**src/rtl/ifu_pkg.sv**
```systemverilog
// ifu_pkg: shared types and constants for the instruction fetch unit
package ifu_pkg;
    localparam int INST_W = 32;
    localparam logic [INST_W-1:0] EBREAK_INST = 32'h00100073;
    typedef enum logic [1:0] {S_REQ, S_WAIT, S_HALT} state_t;
    typedef struct packed {
        logic [31:0]       pc;
        logic [INST_W-1:0] inst;
    } fetch_entry_t;
endpackage

```
**src/rtl/ifu_fifo.sv**
```systemverilog
// ifu_fifo: synchronous FIFO with synchronous flush and occupancy count
module ifu_fifo #(
    parameter int DEPTH = 2,
    parameter int W     = 64
) (
    input  logic                   clk,
    input  logic                   rst,
    input  logic                   flush,
    input  logic                   push,
    input  logic                   pop,
    input  logic [W-1:0]           din,
    output logic [W-1:0]           dout,
    output logic [$clog2(DEPTH):0] count
);
    localparam int PW = $clog2(DEPTH);
    logic [W-1:0]  mem [DEPTH];
    logic [PW-1:0] wr_ptr, rd_ptr;
    always_ff @(posedge clk)
        if (push) mem[wr_ptr] <= din;
    always_ff @(posedge clk) begin
        if (rst || flush) begin
            wr_ptr <= '0;
            rd_ptr <= '0;
            count  <= '0;
        end else begin
            wr_ptr <= wr_ptr + PW'(push);
            rd_ptr <= rd_ptr + PW'(pop);
            count  <= count + (PW+1)'(push) - (PW+1)'(pop);
        end
    end
    assign dout = mem[rd_ptr];
endmodule

```
**src/rtl/ifu_fetch.sv**
```systemverilog
// ifu_fetch: PC holder and imem requester feeding decode through a fetch buffer;
// IFU_EBREAK_HALT_EN makes a consumed ebreak stop fetch until reset.
module ifu_fetch import ifu_pkg::*; #(
    parameter int              AW         = 32,
    parameter logic [AW-1:0]   RESET_PC   = AW'(32'h8000_0000),
    parameter int              FIFO_DEPTH = 2
) (
    input  logic              clk,
    input  logic              rst,
    output logic              imem_req_valid,
    input  logic              imem_req_ready,
    output logic [AW-1:0]     imem_req_addr,
    input  logic              imem_rsp_valid,
    input  logic [INST_W-1:0] imem_rsp_data,
    output logic              inst_valid,
    input  logic              inst_ready,
    output logic [INST_W-1:0] inst,
    output logic [AW-1:0]     pc,
    input  logic              redirect_valid,
    input  logic [AW-1:0]     redirect_pc,
    output logic              halted
);
    localparam int CW = $clog2(FIFO_DEPTH) + 1;
    state_t               state, state_n;
    logic [AW-1:0]        fetch_pc, held_addr;
    logic                 drop_pend, drop_n, held;
    logic [CW-1:0]        count;
    logic [AW+INST_W-1:0] head;
    logic                 req_hs, push, pop, flush, redir, halt_go;

    // a request is only offered when its response already has a free slot
    assign imem_req_valid = !rst && state == S_REQ && count < CW'(FIFO_DEPTH);
    // a stalled request keeps its original address even if fetch_pc is redirected
    assign imem_req_addr  = rst ? RESET_PC : held ? held_addr : fetch_pc;
    assign req_hs         = imem_req_valid && imem_req_ready;
    assign redir          = redirect_valid && state != S_HALT;
    assign inst_valid     = count != '0 && state != S_HALT;
    assign pop            = inst_valid && inst_ready;
    assign push           = state == S_WAIT && imem_rsp_valid && !drop_pend && !redirect_valid;
    assign {pc, inst}     = head;
`ifdef IFU_EBREAK_HALT_EN
    assign halt_go = pop && inst == EBREAK_INST;
    assign halted  = state == S_HALT;
`else
    assign halt_go = 1'b0;
    assign halted  = 1'b0;
`endif
    assign flush = redir || halt_go || state == S_HALT;

    always_comb begin
        state_n = halt_go ? S_HALT :
                  (state == S_REQ && req_hs) ? S_WAIT :
                  (state == S_WAIT && imem_rsp_valid) ? S_REQ : state;
        // drop_pend marks the one outstanding (or still-stalled) request as wrong-path
        drop_n  = state == S_HALT ? 1'b0 :
                  state == S_WAIT ? !imem_rsp_valid && (drop_pend || redirect_valid) :
                  drop_pend || (redirect_valid && imem_req_valid);
    end

    always_ff @(posedge clk) begin
        if (rst) begin
            state     <= S_REQ;
            fetch_pc  <= RESET_PC;
            drop_pend <= 1'b0;
            held      <= 1'b0;
            held_addr <= RESET_PC;
        end else begin
            state     <= state_n;
            drop_pend <= drop_n;
            held      <= imem_req_valid && !imem_req_ready;
            held_addr <= imem_req_addr;
            if (redir) fetch_pc <= redirect_pc & ~AW'(3);
            else if (push) fetch_pc <= fetch_pc + AW'(4);
        end
    end

    ifu_fifo #(.DEPTH(FIFO_DEPTH), .W(AW + INST_W)) u_fifo (
        .clk   (clk),
        .rst   (rst),
        .flush (flush),
        .push  (push),
        .pop   (pop),
        .din   ({fetch_pc, imem_rsp_data}),
        .dout  (head),
        .count (count)
    );
endmodule

```
**config.mk**
```make
export PLATFORM = sky130hd
export DESIGN_NAME = ifu_fetch
export DESIGN_NICKNAME = d
export VERILOG_FILES = /design/src/rtl/ifu_pkg.sv /design/src/rtl/ifu_fifo.sv /design/src/rtl/ifu_fetch.sv
export SDC_FILE = /design/constraint.sdc
export NUM_CORES = 1
export LEC_CHECK = 0
export ABC_AREA = 1
export CAP_MARGIN = 20
export CORE_MARGIN = 5
export CORE_UTILIZATION = 51
export CTS_CLUSTER_SIZE = 8
export DETAILED_ROUTE_END_ITERATION = 6
export GPL_TIMING_DRIVEN = 0
export PLACE_DENSITY = 0.89
export SYNTH_ARGS = -nofsm -noshare
export SYNTH_HDL_FRONTEND = slang
export SYNTH_SLANG_ARGS = --single-unit
```
**constraint.sdc**
```tcl
create_clock -name clk -period 4.2 [get_ports clk]
set_clock_uncertainty 0.15 [all_clocks]
set_input_delay 0.42 -clock clk [delete_from_list [all_inputs] [get_ports clk]]
set_output_delay 0.42 -clock clk [all_outputs]
set_load 0.01 [all_outputs]
```
==> metrics.md <==
| Metric | Value |
|---|---|
| Setup TNS | `0 ns` |
| Cell Rows | `46` |
| First drt pass iteration count | `5` |
| Post-route cell area | `0.01079 mm²` |
| Clock buffer count from CTS | `17` |
| Nets | `1,134` |
| Worst slew slack as a fraction of its limit | `0.4245` |
| Placed cells | `1,256` |
| Required @ worst endpoint | `3.63 ns` |
| Clk sinks | `193` |
| Half-perimeter wire length after detailed placement | `15,030 µm` |
| # diodes | `0` |
| Worst hold-check slack | `0.3055 ns` |
| Count of port buffers added during placement | `162` |
| Post-synthesis cell area | `0.008217 mm²` |
| Vertical die dimension | `136.9 µm` |
| GRT overflow | `0` |
| WL per Instance | `16.13 µm` |
| Worst-skew pair later-pin latency | `0.43 ns` |
| Maximum fanout along the worst path | `10` |
| Cell family contributing the most delay on the critical path | `buffers and inverters` |
| Post-route minimum period | `3.012 ns` |
| Flip-flop and latch count after synthesis | `193` |
| Number of buffers inserted for hold repair after clock tree synthesis | `0` |
| Mean instance size in the synthesized netlist | `9.380 µm²` |
| Startpoint types | `flip-flop` |
| Setup slack after layout | `1.188 ns` |
| Worst hold path class | `reg -> reg` |
| Routability congestion estimate | `0.9640` |
| Ports placed on the boundary | `169` |
| Worst Path Class, Setup | `reg -> out` |
| Number of filler instances in the final layout | `1,189` |
| Wire length of the first global-routing pass | `32,220 µm` |
| Die Outline Area | `0.01875 mm²` |
| Clock edge transition at the registers on the reported setup and hold paths | `0.08 ns` |
| Number of distinct library cell variants in the gate-level netlist after synthesis | `35` |
| Vias per inst | `5.111` |
| CTS tree | `done` |
| Area of placed instances | `0.01014 mm²` |
| Commonest cells after routing, fill and taps aside | `296 x sky130_fd_sc_hd__nand2_1, 162 x sky130_fd_sc_hd__clkdlybuf4s50_1, 124 x sky130_fd_sc_hd__edfxtp_1` |
| Count of final max-slew check failures | `0` |
| Placeable core area | `0.01583 mm²` |
| Root buf cell | `sky130_fd_sc_hd__clkbuf_16` |
| Maximum number of buffers from clock root to sink | `2` |
| Total power per unit cell area | `392.7 mW/mm²` |
| Area overhead of the layout relative to synthesis | `31.26%` |
| Number of buffer and inverter stages on the critical path | `4` |
| Width of the chip | `136.9 µm` |
| Unrepaired setup endpoints after global routing | `false` |
| Capturing element type of the critical path | `output port` |
| Biggest cell delay along the critical path | `0.57 ns` |
| EDFF count, synth | `124` |
| Number of buffers inserted by post-CTS setup repair | `0` |
| Slew at the pin closest to its max-slew limit | `0.8632 ns` |
| Total number of vias | `6,583` |
| Arrival time of the worst setup path | `2.44 ns` |
| Total routing usage reported by global routing | `0.2227` |
| Fraction of final layout cells sized beyond drive strength 1 | `0.06996` |
| DRC errors left | `0` |
| Total detailed-routing wirelength | `20,780 µm` |
| Critical path, cell by cell | `clkbuf_1 -> inv_2 -> clkbuf_1 -> nand2_1 -> nand2_1 -> clkdlybuf4s50_1` |
| Post-synthesis sequential area ratio | `0.6213` |
| Post-route clock period utilization | `0.7172` |
| Number of setup violations in the final report | `0` |
| Switching share of power | `0.2295` |
| Post-layout instance count excluding filler cells | `1,288` |
| Standard cell with the maximum stage delay on the critical path | `sky130_fd_sc_hd__clkdlybuf4s50_1` |
| Lkg Pwr | `0.004152 µW` |
| Resize count post-CTS | `0` |
| Status | `completed` |
| Initial antenna violation count | `0` |
| Area used by multi-input combinational logic | `0.002741 mm²` |
| Peak VDD IR | `0.0002959 V` |
| Portion of total power attributed to the clock network | `0.414` |
| Starting DRC count in detailed routing | `445` |
| Gate count after technology mapping | `876` |
| Net switching component of the power | `972.1 µW` |
| Top flip-flop cell by instance count after synthesis | `sky130_fd_sc_hd__edfxtp_1` |
| Seq pwr share | `0.501` |
| Maximum number of pins on one net before global-route repair | `63` |
| Pre-CTS setup slack | `1.139 ns` |
| Sequential cell area | `0.005105 mm²` |
| Maximum capacitance violations | `0` |
| Combinational Power Share | `0.085` |
| Hold Fails Final Rpt | `0` |
| Effective utilization at floorplan | `0.5191` |
| Commonest non-fill, non-tap cell in the layout | `sky130_fd_sc_hd__nand2_1` |
| Max Clk Rate | `332.0 MHz` |
| Async set-reset flop share out of synthesis | `0` |
| Number of synthesis warnings | `0` |
| Via count of the first global-routing pass | `6,530` |
| Number of nets with antenna violations after routing | `0` |
| H-Tree Level Count | `4` |
| Internal power consumption | `3263 µW` |
-- logic make-up after synthesis --
| family | synth area share |
|---|---|
| other | 0.0004564 |
| XOR/XNOR | 0.01690 |
| adder cells (fa/ha/maj) | 0.007614 |
| AO/OA/AOI/OAI | 0.08375 |
| AND/OR/NAND/NOR | 0.2210 |
| buffers and inverters | 0.04903 |
| flip-flops | 0.6213 |
-- state kept, by name, summed over array words and instances (netlist names) --
register       flops
u_fifo.mem       124
held_addr         32
fetch_pc          30
u_fifo.count       2
drop_pend          1
held               1
state              1
u_fifo.rd_ptr      1
u_fifo.wr_ptr      1
-- synthesized netlist by cell type (2+ instances only) --
library cell               number  share of area
sky130_fd_sc_hd__nand4_1        3         0.0023
sky130_fd_sc_hd__clkbuf_1      28          0.013
sky130_fd_sc_hd__nor2_8         2         0.0049
sky130_fd_sc_hd__ha_1           5         0.0076
sky130_fd_sc_hd__nand2_2        6         0.0046
sky130_fd_sc_hd__o21ai_1        2         0.0012
sky130_fd_sc_hd__edfxtp_1     124           0.45
sky130_fd_sc_hd__nand2_1      296           0.14
sky130_fd_sc_hd__buf_1          2        0.00091
sky130_fd_sc_hd__xnor2_1        2         0.0021
sky130_fd_sc_hd__a31oi_1        8         0.0061
sky130_fd_sc_hd__nor3_1         4         0.0024
sky130_fd_sc_hd__nor2_4         8          0.011
sky130_fd_sc_hd__nand3_2        2         0.0024
sky130_fd_sc_hd__a21oi_1       69          0.042
sky130_fd_sc_hd__inv_1         57          0.026
sky130_fd_sc_hd__xor2_1        12          0.013
sky130_fd_sc_hd__nand3_1       26          0.016
sky130_fd_sc_hd__o21ai_0       53          0.032
sky130_fd_sc_hd__nor2_1        70          0.032
sky130_fd_sc_hd__or2_2          2         0.0015
sky130_fd_sc_hd__buf_4          7         0.0064
sky130_fd_sc_hd__dfxtp_1       69           0.17
sky130_fd_sc_hd__nor2_2         4         0.0030
sky130_fd_sc_hd__inv_2          5         0.0023
-- worst paths after layout --
check | cells past startpoint | endpoint | slack (ns) | from
max | 6 | pc[6] | 1.19 | u_fifo.rd_ptr
min | 2 | held_addr[1] | 0.31 | held_addr[1]
max reg2reg | 6 | u_fifo.mem[0][46] | 1.64 | state[0]
min reg2reg | 2 | held_addr[1] | 0.31 | held_addr[1]
-- cell type report --
type | instances | area share
sequential | 193 | 0.4733
clock inverter | 15 | 0.02030
buffer | 38 | 0.01578
inverter | 62 | 0.02158
timing repair buffer | 162 | 0.1503
clock buffer | 17 | 0.03944
multi-input combinational | 585 | 0.2542
tap | 216 | 0.02506
-- power by group through the flow --
stage | Sequential (µW) | Combinational, µW | Clock [µW]
2_1_floorplan | 2150 | 170 | 0
3_3_place_gp | 2160 | 347 | 0
3_5_place_dp | 2160 | 355 | 0
4_1_cts | 2120 | 360 | 1760
5_1_grt | 2130 | 394 | 1840
6_report | 2120 | 361 | 1750
-- layer usage --
layer | global-route usage | vias up | routed length (µm)
met5 | 0 | - | 0
met4 | 0.06541 | 0 | 330
met3 | 0.05588 | 34 | 1808
met2 | 0.3649 | 283 | 9737
met1 | 0.2943 | 3023 | 8901
li1 | - | 3243 | -
-- worst register-to-register path, delay by kind of cell (launching register included) --
family        cells  cell delay, ns
flops             1            0.39
simple gates      3            0.50
fa+ha+maj         1            0.72
buf+inv           2            0.37
-- through the flow --
stage,power [µW],util
floorplan,2316,-
global placement,2508,0.6391
detailed placement,2518,0.6407
CTS,4244,0.6814
global route,4364,0.6814
finish,4235,0.6814
No activity file was read; power rests on OpenSTA's default activity.
